===== config.mk =====
export PLATFORM = sky130hd
export DESIGN_NAME = pixel_row_packer
export DESIGN_NICKNAME = d
export VERILOG_FILES = /design/src/rtl/pixel_row_packer.sv
export SDC_FILE = /design/constraint.sdc
export NUM_CORES = 2
export LEC_CHECK = 0
export ABC_AREA = 1
export CAP_MARGIN = 20
export CELL_PAD_IN_SITES_DETAIL_PLACEMENT = 0
export CELL_PAD_IN_SITES_GLOBAL_PLACEMENT = 1
export CORE_ASPECT_RATIO = 1.5
export CORE_UTILIZATION = 44
export DETAILED_ROUTE_END_ITERATION = 7
export HOLD_SLACK_MARGIN = 0.15
export PLACE_DENSITY_LB_ADDON = 0.05
export SYNTH_ARGS = -nofsm -noshare
export SYNTH_HDL_FRONTEND = slang
export SYNTH_SLANG_ARGS = --single-unit

===== constraint.sdc =====
create_clock -name clk -period 7.81 [get_ports clk]
set_input_delay 1.562 -clock clk [delete_from_list [all_inputs] [get_ports clk]]
set_output_delay 1.562 -clock clk [all_outputs]
set_load 0.02 [all_outputs]

===== src/rtl/pixel_row_packer.sv =====
// Serial pixel stream to full-row packer with a two-slot ping-pong row buffer.
// Tracks column/row position and flags SOF markers that arrive mid-row.
module pixel_row_packer #(
    parameter int SIZE = 100,
    parameter int DW   = 8
) (
    input  logic                    clk,
    input  logic                    rst_n,
    input  logic [DW-1:0]           pix_in,
    input  logic                    pix_valid,
    input  logic                    pix_sof,
    output logic                    pix_ready,
    output logic [DW-1:0]           row_out [SIZE-1:0],
    output logic                    row_valid,
    input  logic                    row_ready,
    output logic [$clog2(SIZE)-1:0] row_idx,
    output logic                    row_last,
    output logic                    sof_err
);
    localparam int RW = $clog2(SIZE);
    localparam logic [RW-1:0] LAST = RW'(SIZE - 1);

    logic [DW-1:0] slot [2][SIZE];
    logic [RW-1:0] tag [2];
    logic          wr_ptr;
    logic          rd_ptr;
    logic [1:0]    count;
    logic [RW-1:0] col;
    logic [RW-1:0] row;
    logic          accept;
    logic          pop;
    logic          complete;

    assign pix_ready = (count != 2'd2);
    assign row_valid = (count != 2'd0);
    assign accept    = pix_valid & pix_ready;
    assign pop       = row_valid & row_ready;
    assign complete  = accept & ~pix_sof & (col == LAST);
    assign row_idx   = tag[rd_ptr];
    assign row_last  = (row_idx == LAST);

    always_comb begin
        for (int c = 0; c < SIZE; c++) begin
            row_out[c] = slot[rd_ptr][c];
        end
    end

    always_ff @(posedge clk) begin
        if (!rst_n) begin
            for (int s = 0; s < 2; s++) begin
                tag[s] <= '0;
                for (int c = 0; c < SIZE; c++) begin
                    slot[s][c] <= '0;
                end
            end
            wr_ptr  <= 1'b0;
            rd_ptr  <= 1'b0;
            count   <= 2'd0;
            col     <= '0;
            row     <= '0;
            sof_err <= 1'b0;
        end else begin
            sof_err <= accept & pix_sof & (col != '0);
            if (accept) begin
                if (pix_sof) begin
                    // partial row (if any) is overwritten in place
                    slot[wr_ptr][0] <= pix_in;
                    col             <= RW'(1);
                    row             <= '0;
                end else begin
                    slot[wr_ptr][col] <= pix_in;
                    if (col == LAST) begin
                        tag[wr_ptr] <= row;
                        wr_ptr      <= ~wr_ptr;
                        col         <= '0;
                        row         <= (row == LAST) ? '0 : row + RW'(1);
                    end else begin
                        col <= col + RW'(1);
                    end
                end
            end
            if (pop) begin
                rd_ptr <= ~rd_ptr;
            end
            unique case ({complete, pop})
                2'b10:   count <= count + 2'd1;
                2'b01:   count <= count - 2'd1;
                default: count <= count;
            endcase
        end
    end
endmodule

Yosys cells after proc, flatten, opt, wreduce, memory -nomap -nowiden
Memory sizes are Yosys's and may differ from the RTL's. A register that Yosys moved wholly into a read port is not among the register bits.
Index checks and enable logic that the tools add are counted.
W data, S select, Z words.
{ "op_classes": {"n_addsub": 4, "bitwise": 18, "n_mux": 40, "n_lt_le_gt_ge": 2, "n_reduce_logical": 9, "n_eq_ne": 6} }
{ "op_table": {"columns": ["cell", "count"], "rows": [
  ["$mux W800", 3],
  ["$reduce_or A800 Y1", 1],
  ["$demux W8 S7", 1],
  ["$mux W7", 6],
  ["$mux W1", 28],
  ["$eq A7 B7 Y1 const B", 3],
  ["$add A7 B1 Y7 const B", 2],
  ["$ge A8 B8 Y1 const B", 1],
  ["$lt A8 B1 Y1 const B", 1],
  ["$mux W8", 1],
  ["$not A7 Y8", 1],
  ["$or A1 B1 Y1", 8],
  ["$reduce_bool A7 Y1", 1],
  ["$reduce_or A7 Y1", 1],
  ["$and A1 B1 Y1", 6],
  ["$reduce_bool A2 Y1", 3],
  ["$pmux W2 S2", 1],
  ["$not A1 Y1", 3],
  ["$reduce_and A3 Y1", 1],
  ["$add A2 B1 Y2 const B", 1],
  ["$eq A2 B1 Y1 const B", 1],
  ["$eq A2 B2 Y1 const B", 1],
  ["$ne A2 B2 Y1 const B", 1],
  ["$reduce_and A2 Y1", 1],
  ["other kinds (2)", 2]
]} }
{ "totals": {"ff_bits": 19, "elab_cells": 87, "in_bits": 13, "mem_count": 2, "out_inout_bits": 811, "mem_bits_rw": 1614} }
{ "memory_table": {"columns": ["memory", "words", "word_bits", "read_ports", "rd_ports_with_merged_regs", "wr", "line_no", "source"], "rows": [
  ["slot", 2, 800, 1, 1, 2, "23", "logic [DW-1:0] slot [2][SIZE];"],
  ["tag", 2, 7, 1, 1, 2, "24", "logic [RW-1:0] tag [2];"]
]} }

Depth between registers and ports, before layout
{ "depth": {"ltp_word": 9, "mapped_depth": 18} }

Worst setup path after synthesis
Ideal clock, no wire load.
{ "synth_path": {"kind": "input -> register", "start": "input pix_sof", "end": "memory slot[1][0] (netlist bit), data pin", "path_stages": 13, "setup_ns": 0.661, "t_arrival_ns": 5.309, "path_slack_ns": 1.840, "required_ns": 7.149, "cell_sequence": "inv_1 -> nand4_1 -> buf_2 -> buf_2 -> a211oi_1 -> nor2_1 -> nand3_1 -> nor2_1 -> nand2_2 -> buf_6 -> buf_6 -> inv_2 -> nor2_1"} }
{ "synth_rtl": {"columns": ["item", "line_no", "source"], "rows": [
  ["start: declaration", "11", "input logic pix_sof,"],
  ["end: declaration", "23", null]
]} }

==> flow_summary.ini <==
[yosys]
yosysWarningCount = 0
yosys.area.top_type = sky130_fd_sc_hd__edfxtp_1
ys_seq_elements = 1634
post_synth_main_area_contributors = sky130_fd_sc_hd__edfxtp_1 (71%), sky130_fd_sc_hd__nand2_1 (16%), sky130_fd_sc_hd__nor2_1 (5.3%)
synthDistinctLibCells = 37
synth_top_cell_area_share_pct = 71.4
avg_inst_size_synth_um2 = 10.9
post_synthesis_cell_area_mm2 = 0.0679
postSynthNetCount = 6222
syn_inst = 6205
ys_seq_area_share_pct = 72.0

[route]
vias = 47800
drt_first_pass_iters = 8
routedWlPerCell_um = 26.4
route.final.wire_length_mm = 240
detailedRoute.firstIterationViolations = 5569
postRouteAntennaNets = 0
drc_viols = 1
detail_route.vias_per_cell = 5.27

[placement]
dp_hpwl_mm = 149
io_buffer_count = 823
globalplace.congestion = 0.892

[final_layout]
design.final.nets = 6921
fillerInstances = 13300
postLayoutCoreUtil_pct = 54.2
post_synthesis_to_final_layout_area_growth_pct = 22.4
final_layout_size_suffix_gt1_share_pct = 6.15
mostFrequentLayoutCells = sky130_fd_sc_hd__nand2_1 (2825), sky130_fd_sc_hd__edfxtp_1 (1614), sky130_fd_sc_hd__nor2_1 (950)
mostFrequentLayoutCell = sky130_fd_sc_hd__nand2_1

[sta]
maxSlewViolCount = 0
maxClockFrequency_mhz = 168
hold_violations = 0
min_period_over_period_pct = 76.0
clock_skew_ns = 0.0268
grt_setup_unrepaired = no
fin_setup_tns_ns = 0
finalSetupViolCount = 0
timing.final.crit_period_ns = 5.94
worstMarginPinSlew_ns = 1.15
relSlewSlack_pct = 23.3

[critical_path]
worst_r2r_startpoint = col[0]$_SDFFE_PN0N_
worst-path-max-fanout = 197
cp-start-kind = flop
critPathCaptureType = output pin
crit_type = reg2out
cp.required_ns = 6.25
worst_setup_path_end = row_out[7]
timing.reg2reg.worst_path_depth = 13
cp.arrival_ns = 4.38
r2r-end = slot[0][428]$_SDFFCE_PN0P_
setup.reg_to_reg.worst_slack_ns = 3.35

[power_and_ir_drop]
internal-power_w = 0.0148
power_leakage_nw = 33.9
p_sw_w = 0.00456
share_clk_of_total_power_pct = 38.7
netSwitchingFraction_pct = 23.5
power_frac_comb_pct = 8.0
vdd_ir_drop_max_mv = 0.199
seq_power_share_pct = 53.3
p_per_cell_area_mw_per_mm2 = 233

[cts]
tritoncts.num_buffers = 153
htreeDepth = 4
clk_path_buf_depth = 3
clockRootBuffer = sky130_fd_sc_hd__clkbuf_16
insertion_delay_ns = 0.81
cts_setup_buffers = 0
cts-resized-gates = 0
ctsHoldBuffers = 0
clock_sinks = 1634
clk_transition_reported_paths_ns = 0.06
tritoncts = done

[global_route]
via_count_of_the_first_global_routing_pass = 45500
grt-ovfl-total = 0
largest_net_degree_at_the_start_of_global_routing = 200
grtUsageTotal_pct = 30.5
global_route_wire_length_before_repair_mm = 334
initial_antenna_violation_count = 9

[outcome]
status = complete, but fails checks
violations = DRC

[run]
max_capacitance_violation_count = 0

[floorplanning]
initial_core_util_pct = 44.3
design.portCount = 824
floorplan.die_area_mm2 = 0.156
rows = 176
floorplan.core_area_mm2 = 0.153
die_height_um = 483
chipWidth_um = 323

[hold_path]
min_path_cells = 1
hp-class = reg2reg
==> worst min path at each step <==
stage / startpoint / to / slack, ns
floorplan: rd_ptr$_SDFFE_PN0P_ / flop / 0.43
global placement: rd_ptr$_SDFFE_PN0P_ / flop / 0.43
detailed placement: rd_ptr$_SDFFE_PN0P_ / flop / 0.44
CTS: rd_ptr$_SDFFE_PN0P_ / flop / 0.46
global route: rd_ptr$_SDFFE_PN0P_ / rd_ptr$_SDFFE_PN0P_ / 0.49
finish: rd_ptr$_SDFFE_PN0P_ / rd_ptr$_SDFFE_PN0P_ / 0.46
==> final cells by class <==
class                   instances  area, µm²  share of cell area (%)
flip-flops and latches       1634      48900                    58.8
inverters                     163        667                   0.802
well taps                    2047       2560                    3.08
clock buffers                 186       4150                    5.00
repair buffers                892       8980                    10.8
multi-input cells            4060      17000                    20.5
clock inverters                92        813                   0.979
diodes                          4       10.0                  0.0120
==> metrics by stage <==
step	power (W)	instance area (µm²)	setup WS, ns	hold WS, ns	instances
after floorplan	0.0112	67900	1.84	0.426	6205
after global placement	0.0121	78100	1.89	0.428	8793
after detailed placement	0.0121	78100	1.84	0.441	8795
after CTS	0.0195	83100	1.90	0.455	9073
after global routing	0.0199	83100	1.73	0.488	9075
final	0.0194	83100	1.87	0.455	9078
==> worst max-delay path: stages (launching register included) <==
cell	delay, ns
sky130_fd_sc_hd__dfxtp_4	0.68
sky130_fd_sc_hd__buf_12	0.51
sky130_fd_sc_hd__buf_12	0.72
sky130_fd_sc_hd__nand2_1	0.10
sky130_fd_sc_hd__nand2_1	0.20
sky130_fd_sc_hd__clkdlybuf4s50_1	0.95
==> cells in the mapped netlist <==
cell type,number
sky130_fd_sc_hd__buf_1,12
sky130_fd_sc_hd__nand3_1,81
sky130_fd_sc_hd__buf_6,2
sky130_fd_sc_hd__nor3_1,8
sky130_fd_sc_hd__o22ai_1,3
sky130_fd_sc_hd__ha_1,4
sky130_fd_sc_hd__o211ai_1,1
sky130_fd_sc_hd__nand4_1,6
sky130_fd_sc_hd__xnor2_1,1
sky130_fd_sc_hd__mux2i_1,1
sky130_fd_sc_hd__a31oi_1,2
sky130_fd_sc_hd__nand3_4,98
sky130_fd_sc_hd__xor2_1,4
sky130_fd_sc_hd__clkbuf_1,292
sky130_fd_sc_hd__dfxtp_1,20
sky130_fd_sc_hd__a21oi_1,17
sky130_fd_sc_hd__edfxtp_1,1614
sky130_fd_sc_hd__o21ai_1,1
sky130_fd_sc_hd__inv_1,151
sky130_fd_sc_hd__buf_2,29
sky130_fd_sc_hd__nor3_2,1
sky130_fd_sc_hd__a211oi_1,2
sky130_fd_sc_hd__nor2_2,4
sky130_fd_sc_hd__a2111oi_0,1
sky130_fd_sc_hd__nand3_2,3
sky130_fd_sc_hd__clkinv_1,1
sky130_fd_sc_hd__nor4_1,3
sky130_fd_sc_hd__or2_2,1
sky130_fd_sc_hd__nand2_2,5
sky130_fd_sc_hd__buf_8,9
sky130_fd_sc_hd__a21boi_0,1
sky130_fd_sc_hd__buf_4,4
sky130_fd_sc_hd__inv_2,11
sky130_fd_sc_hd__nor2_1,958
sky130_fd_sc_hd__nand2_1,2825
sky130_fd_sc_hd__o21ai_0,27
sky130_fd_sc_hd__nor2_4,2
==> power by group through the flow <==
stage	Clock (W)	Combinational [W]	Sequential [W]
after floorplan	0	0.000723	0.0105
after global placement	0	0.00156	0.0105
after detailed placement	0	0.00156	0.0105
after CTS	0.00758	0.00157	0.0103
after global routing	0.00788	0.00163	0.0104
final	0.00750	0.00156	0.0103
==> flip-flops by register name (all words and copies together) (netlist names), named ones only <==
name,cells
tag,14
sof_err,1
rd_ptr,1
col,7
wr_ptr,1
count,2
slot,1600
row,7
==> cells by family after synthesis <==
group / synth area share [%]
AOI/OAI and AO/OA: 0.435
xor gates and xnor gates: 0.0645
adders and majority gates: 0.0737
buffers and inverters: 3.07
DFF: 72.0
muxes: 0.0147
and+or+nand+nor: 24.4
==> metal layers <==
metal / GRT usage (%) / vias to the layer above / wire length [µm]
li1: - / 21700 / -
met1: 41.4 / 23500 / 98000
met4: 7.80 / 8 / 5530
met2: 49.8 / 2362 / 114000
met3: 6.26 / 287 / 21900
met5: 0 / - / 47
No activity file was read; power rests on OpenSTA's default activity.
